**config.mk**
```make
export PLATFORM = sky130hd
export DESIGN_NAME = iterative_shifter
export DESIGN_NICKNAME = d
export VERILOG_FILES = /design/src/rtl/shifter_pkg.sv /design/src/rtl/shift_step.sv /design/src/rtl/iterative_shifter.sv
export SDC_FILE = /design/constraint.sdc
export NUM_CORES = 1
export LEC_CHECK = 0
export BUFFER_PORTS_ARGS = -buffer_cell sky130_fd_sc_hd__buf_2
export CORE_UTILIZATION = 35
export CTS_CLUSTER_DIAMETER = 100
export DETAILED_ROUTE_END_ITERATION = 10
export GPL_TIMING_DRIVEN = 0
export SYNTH_ARGS = -nofsm -noshare
export SYNTH_HDL_FRONTEND = slang
export SYNTH_SLANG_ARGS = --single-unit
```
**constraint.sdc**
```tcl
create_clock -name clk -period 4.8 [get_ports clk]
set_input_delay 0.96 -clock clk [delete_from_list [all_inputs] [get_ports clk]]
set_output_delay 0.96 -clock clk [all_outputs]
set_load 0.005 [all_outputs]
```
**src/rtl/shifter_pkg.sv**
```systemverilog
// Shared encodings for the iterative shift unit: operation codes and FSM states.
package shifter_pkg;

  typedef enum logic [1:0] {
    OP_SLL  = 2'b00,
    OP_SRL  = 2'b01,
    OP_SRA  = 2'b10,
    OP_ROTR = 2'b11
  } op_e;

  typedef enum logic [1:0] {
    S_IDLE  = 2'd0,
    S_SHIFT = 2'd1,
    S_DONE  = 2'd2
  } state_e;

endpackage

```
**src/rtl/shift_step.sv**
```systemverilog
// One combinational shift/rotate step by 1 or 2 bit positions.
module shift_step
  import shifter_pkg::*;
#(
  parameter int WIDTH = 32
) (
  input  op_e              op,
  input  logic             two,
  input  logic [WIDTH-1:0] a,
  output logic [WIDTH-1:0] y
);

  logic [WIDTH-1:0] y1;
  logic [WIDTH-1:0] y2;

  always_comb begin
    y1 = a;
    y2 = a;
    case (op)
      OP_SLL: begin
        y1 = {a[WIDTH-2:0], 1'b0};
        y2 = {a[WIDTH-3:0], 2'b00};
      end
      OP_SRL: begin
        y1 = {1'b0, a[WIDTH-1:1]};
        y2 = {2'b00, a[WIDTH-1:2]};
      end
      OP_SRA: begin
        y1 = {a[WIDTH-1], a[WIDTH-1:1]};
        y2 = {{2{a[WIDTH-1]}}, a[WIDTH-1:2]};
      end
      OP_ROTR: begin
        y1 = {a[0], a[WIDTH-1:1]};
        y2 = {a[1:0], a[WIDTH-1:2]};
      end
      default: ;
    endcase
    y = two ? y2 : y1;
  end

endmodule

```
**src/rtl/iterative_shifter.sv**
```systemverilog
// Multi-cycle SLL/SRL/SRA/ROTR unit: 2-bit steps then at most one 1-bit step, one per clock.
// state   | meaning
// S_IDLE  | waiting for start
// S_SHIFT | stepping acc until rem reaches zero (busy)
// S_DONE  | one-cycle done pulse; start here launches the next op with no bubble
module iterative_shifter
  import shifter_pkg::*;
#(
  parameter int WIDTH   = 32,
  parameter int SHAMT_W = 5
) (
  input  logic               clk,
  input  logic               rst,
  input  logic               start,
  input  logic [1:0]         op,
  input  logic [SHAMT_W-1:0] shamt,
  input  logic [WIDTH-1:0]   din,
  output logic [WIDTH-1:0]   dout,
  output logic               busy,
  output logic               done
);

  state_e               state_q, state_d;
  logic [WIDTH-1:0]     acc_q, acc_d;
  logic [SHAMT_W-1:0]   rem_q, rem_d;
  op_e                  op_q, op_d;
  logic [WIDTH-1:0]     dout_q, dout_d;

  logic                 two;
  logic [SHAMT_W-1:0]   rem_next;
  logic [WIDTH-1:0]     stepped;

  // Taking 2-bit steps while rem>=2 leaves any odd single step for last.
  assign two      = (rem_q >= SHAMT_W'(2));
  assign rem_next = rem_q - (two ? SHAMT_W'(2) : SHAMT_W'(1));

  shift_step #(.WIDTH(WIDTH)) u_step (
    .op  (op_q),
    .two (two),
    .a   (acc_q),
    .y   (stepped)
  );

  always_comb begin
    state_d = state_q;
    acc_d   = acc_q;
    rem_d   = rem_q;
    op_d    = op_q;
    dout_d  = dout_q;
    case (state_q)
      S_IDLE, S_DONE: begin
        state_d = S_IDLE;
        if (start) begin
          acc_d = din;
          rem_d = shamt;
          op_d  = op_e'(op);
          if (shamt == '0) begin
            state_d = S_DONE;
            dout_d  = din;
          end else begin
            state_d = S_SHIFT;
          end
        end
      end
      S_SHIFT: begin
        acc_d = stepped;
        rem_d = rem_next;
        if (rem_next == '0) begin
          dout_d  = stepped;
          state_d = S_DONE;
        end
      end
      default: state_d = S_IDLE;
    endcase
  end

  always_ff @(posedge clk) begin
    if (rst) begin
      state_q <= S_IDLE;
      acc_q   <= '0;
      rem_q   <= '0;
      op_q    <= OP_SLL;
      dout_q  <= '0;
    end else begin
      state_q <= state_d;
      acc_q   <= acc_d;
      rem_q   <= rem_d;
      op_q    <= op_d;
      dout_q  <= dout_d;
    end
  end

  assign dout = dout_q;
  assign busy = (state_q == S_SHIFT);
  assign done = (state_q == S_DONE);

endmodule
```
==> run metrics <==
crit path kind flip-flop to flip-flop; final slew viol count 0; Synth Area in Simple Gates 0.141; Seq pwr share 0.360; ANT cells 0; commonest non-fill, non-tap cell in the layout buf_2; io pins 76; Horiz. Die Dim 109 µm; Clock Skew 5.24 ps; final WL approximately 12 mm; remaining antenna violation count after routing 0; via density per instance ~5.8; Compound-Gate Fraction of Synth Area 0.255; initial antenna violation count 0; Iteration-0 DRC Markers 243; Layout fillers 1119; DR WL met2 ~5.4 mm; Worst Tran Pin Value between 700 and 800 ps; largest net degree at the start of global routing 13; Peak VDD IR ~0.15 mV; Synth Warn # 0; status complete, no violations; Final HPWL DP ~8.8 mm; hold_ws around 450 ps; clock-pin slew on the worst setup and hold paths 60 ps; minimum clock period 3660 ps; max_slew headroom 0.483; vias in the first global route 3620; number of flops mapped to enable cells by yosys 0; Post-Layout Cell Count 656; Clock power frac 0.300; First-pass DRT Iterations 5; Netlist cell types 48; Synth Net Count around 470; worst hold path class flip-flop to flip-flop; Avg Inst Size Synth roughly 9.4 µm²; Switching Share 0.335; GR Overflow Total 0; Tcrit/Tclk final 0.762; main combinational cell family by area after synthesis compound AO/OA/AOI/OAI gates; Post-synth ARST share 0; Initial Utilization 0.364; Net Sw Power 703 µW; routed length on met1 roughly 5.3 mm; commonest register cell after synthesis dfxtp_1; max-cap violations 0; WL/cell ~18 µm; # rows 38; CTS root buf clkbuf_16; met3 wire length around 830 µm; adder-cell share of the synthesized area 0.0112; FF/Latch Area about 0.0015 mm²; Total GRT Usage 0.215; worst skew pair latency between 300 and 400 ps; Req. time, crit path roughly 5100 ps; routed vias 3817; CTS tree done; internal power about 1.4 mW; WP data arrival 3920 ps; Finish-stage setup viols 0; nets@finish ~560; Sink Count 73; Placeable Area ~0.011 mm²; cts bufs inserted 9; die footprint 0.0119 mm²; layout cells sized above 1 0.254; Mapped Cells ~430; cts repair resizes 0; PortBufs 74; mux contribution to synthesized area 0.156; CTS hold repair buffers 0; H-tree depth 3; Max Clk Rate around 270 MHz; drc violations 0; placed cells between 600 and 700; global-route wire length before repair 19.1 mm; pwr dens between 400 and 500 mW/mm²; Layout Area Growth over Synthesis 20.4%; commonest cells after routing, fill and taps aside 78 x buf_2, 73 x dfxtp_1, 61 x nand2_1; buffer count from post-CTS setup fixing 0; Multi-input gate area 0.00227 mm²; RePlAce Congestion a little over 0.9; sequential share of the synthesized area 0.364; Final Hold Viols 0; RSZ-0062 raised after global routing no; maximum fanout along the worst path 12; Top Metal Used met4; Pleak between 2 and 2.5 nW; CP Capture Type flip-flop; Setup crit start kind flip-flop; final setup TNS 0 ps; synthesized area 0.00402 mm²; number of synthesized register bits 73; Synth Area in XOR/XNOR 0.00218; combinational cell fraction of total power 0.340; Chip Height around 110 µm; clk buf depth 2
-- worst max-delay path, cell delays in order (launching register included) --
cell and delay, ps:
dfxtp_1 300, buf_6 130, or4_4 520, buf_6 170
inv_8 80, buf_8 160, ha_1 180, inv_1 50
fa_1 440, xor2_1 200, and4_1 230, and3b_1 160
clkbuf_1 180, clkbuf_1 450, o31ai_1 160, a31oi_1 170
-- final cells by class --
cell class,instances,area share
plain buffers,44,0.0512
clock buffers,13,0.0538
clock inverters,3,0.00310
inverters,8,0.00776
multi-input cells,301,0.469
flip-flops and latches,73,0.302
well taps,140,0.0362
repair buffers,74,0.0766
-- flip-flops by register name (all words and copies together), names as in the netlist --
register and flops:
op_q 2, acc_q 32, state_q 2, rem_q 5, dout 32
-- per-layer routing --
layer  vias to the layer above  GRT usage
met1                      1848      0.285
met3                        23     0.0412
met5                         -          0
met2                       148      0.332
met4                         0      0.106
li1                       1798          -
-- final timing paths --
kind	start	to	slack [ps]	cells past startpoint
worst max-delay path	rem_q[2]$_SDFFE_PP0P_	dout[9]$_SDFFE_PP0P_	1140	15
worst min-delay path	dout[1]$_SDFFE_PP0P_	dout[1]$_SDFFE_PP0P_	450	2
worst min register to register	dout[1]$_SDFFE_PP0P_	dout[1]$_SDFFE_PP0P_	450	2
worst max register to register	rem_q[2]$_SDFFE_PP0P_	dout[9]$_SDFFE_PP0P_	1140	15
-- power by group through the flow --
stage / Clock [mW] / Sequential (mW) / Combinational [mW]
detailed placement: 0 / 0.765 / 0.708
global placement: 0 / 0.764 / 0.696
floorplan: 0 / 0.746 / 0.542
global route: 0.664 / 0.765 / 0.781
finish: 0.630 / 0.755 / 0.715
CTS: 0.640 / 0.753 / 0.712
-- cells by family (layout without fill, tap and decap cells) --
logic type	count (synthesis)	after routing
AO/OA/AOI/OAI	135	135
XOR/XNOR	1	1
adder cells (fa/ha/maj)	3	3
buffers and inverters	52	142
flip-flops	73	73
multiplexers	30	30
AND/OR/NAND/NOR	132	132
-- Yosys cell counts, types with 2 or more instances --
cell type	number	share of area
dfxtp_1	73	0.36
inv_1	6	0.0056
nor2_1	45	0.042
a31oi_1	20	0.031
clkbuf_1	31	0.029
o21ai_0	4	0.0050
nand2_1	61	0.057
a222oi_1	2	0.0050
buf_6	4	0.011
a211oi_1	19	0.036
o21a_1	3	0.0056
o211ai_1	2	0.0037
buf_12	2	0.010
mux4_2	17	0.095
a311oi_1	15	0.033
nor2b_1	4	0.0062
nand3_1	2	0.0025
a311oi_2	10	0.037
nand2b_1	4	0.0062
o31ai_1	31	0.058
nor3_1	6	0.0075
buf_2	4	0.0050
ha_1	2	0.0062
mux4_1	7	0.046
a221oi_1	2	0.0044
a21oi_1	23	0.029
mux2i_1	6	0.015
-- metrics by stage --
stage / setup WS (ps) / instance area [µm²] / total power, mW / util
after global routing: 890 / 4840 / 2.21 / 0.438
after global placement: 1250 / 4560 / 1.46 / 0.413
final: 1140 / 4840 / 2.10 / 0.438
after CTS: 1140 / 4840 / 2.11 / 0.438
after floorplan: 1610 / 4020 / 1.29 / -
after detailed placement: 1170 / 4560 / 1.47 / 0.413
Note: power is estimated with default switching activity, not from simulation.
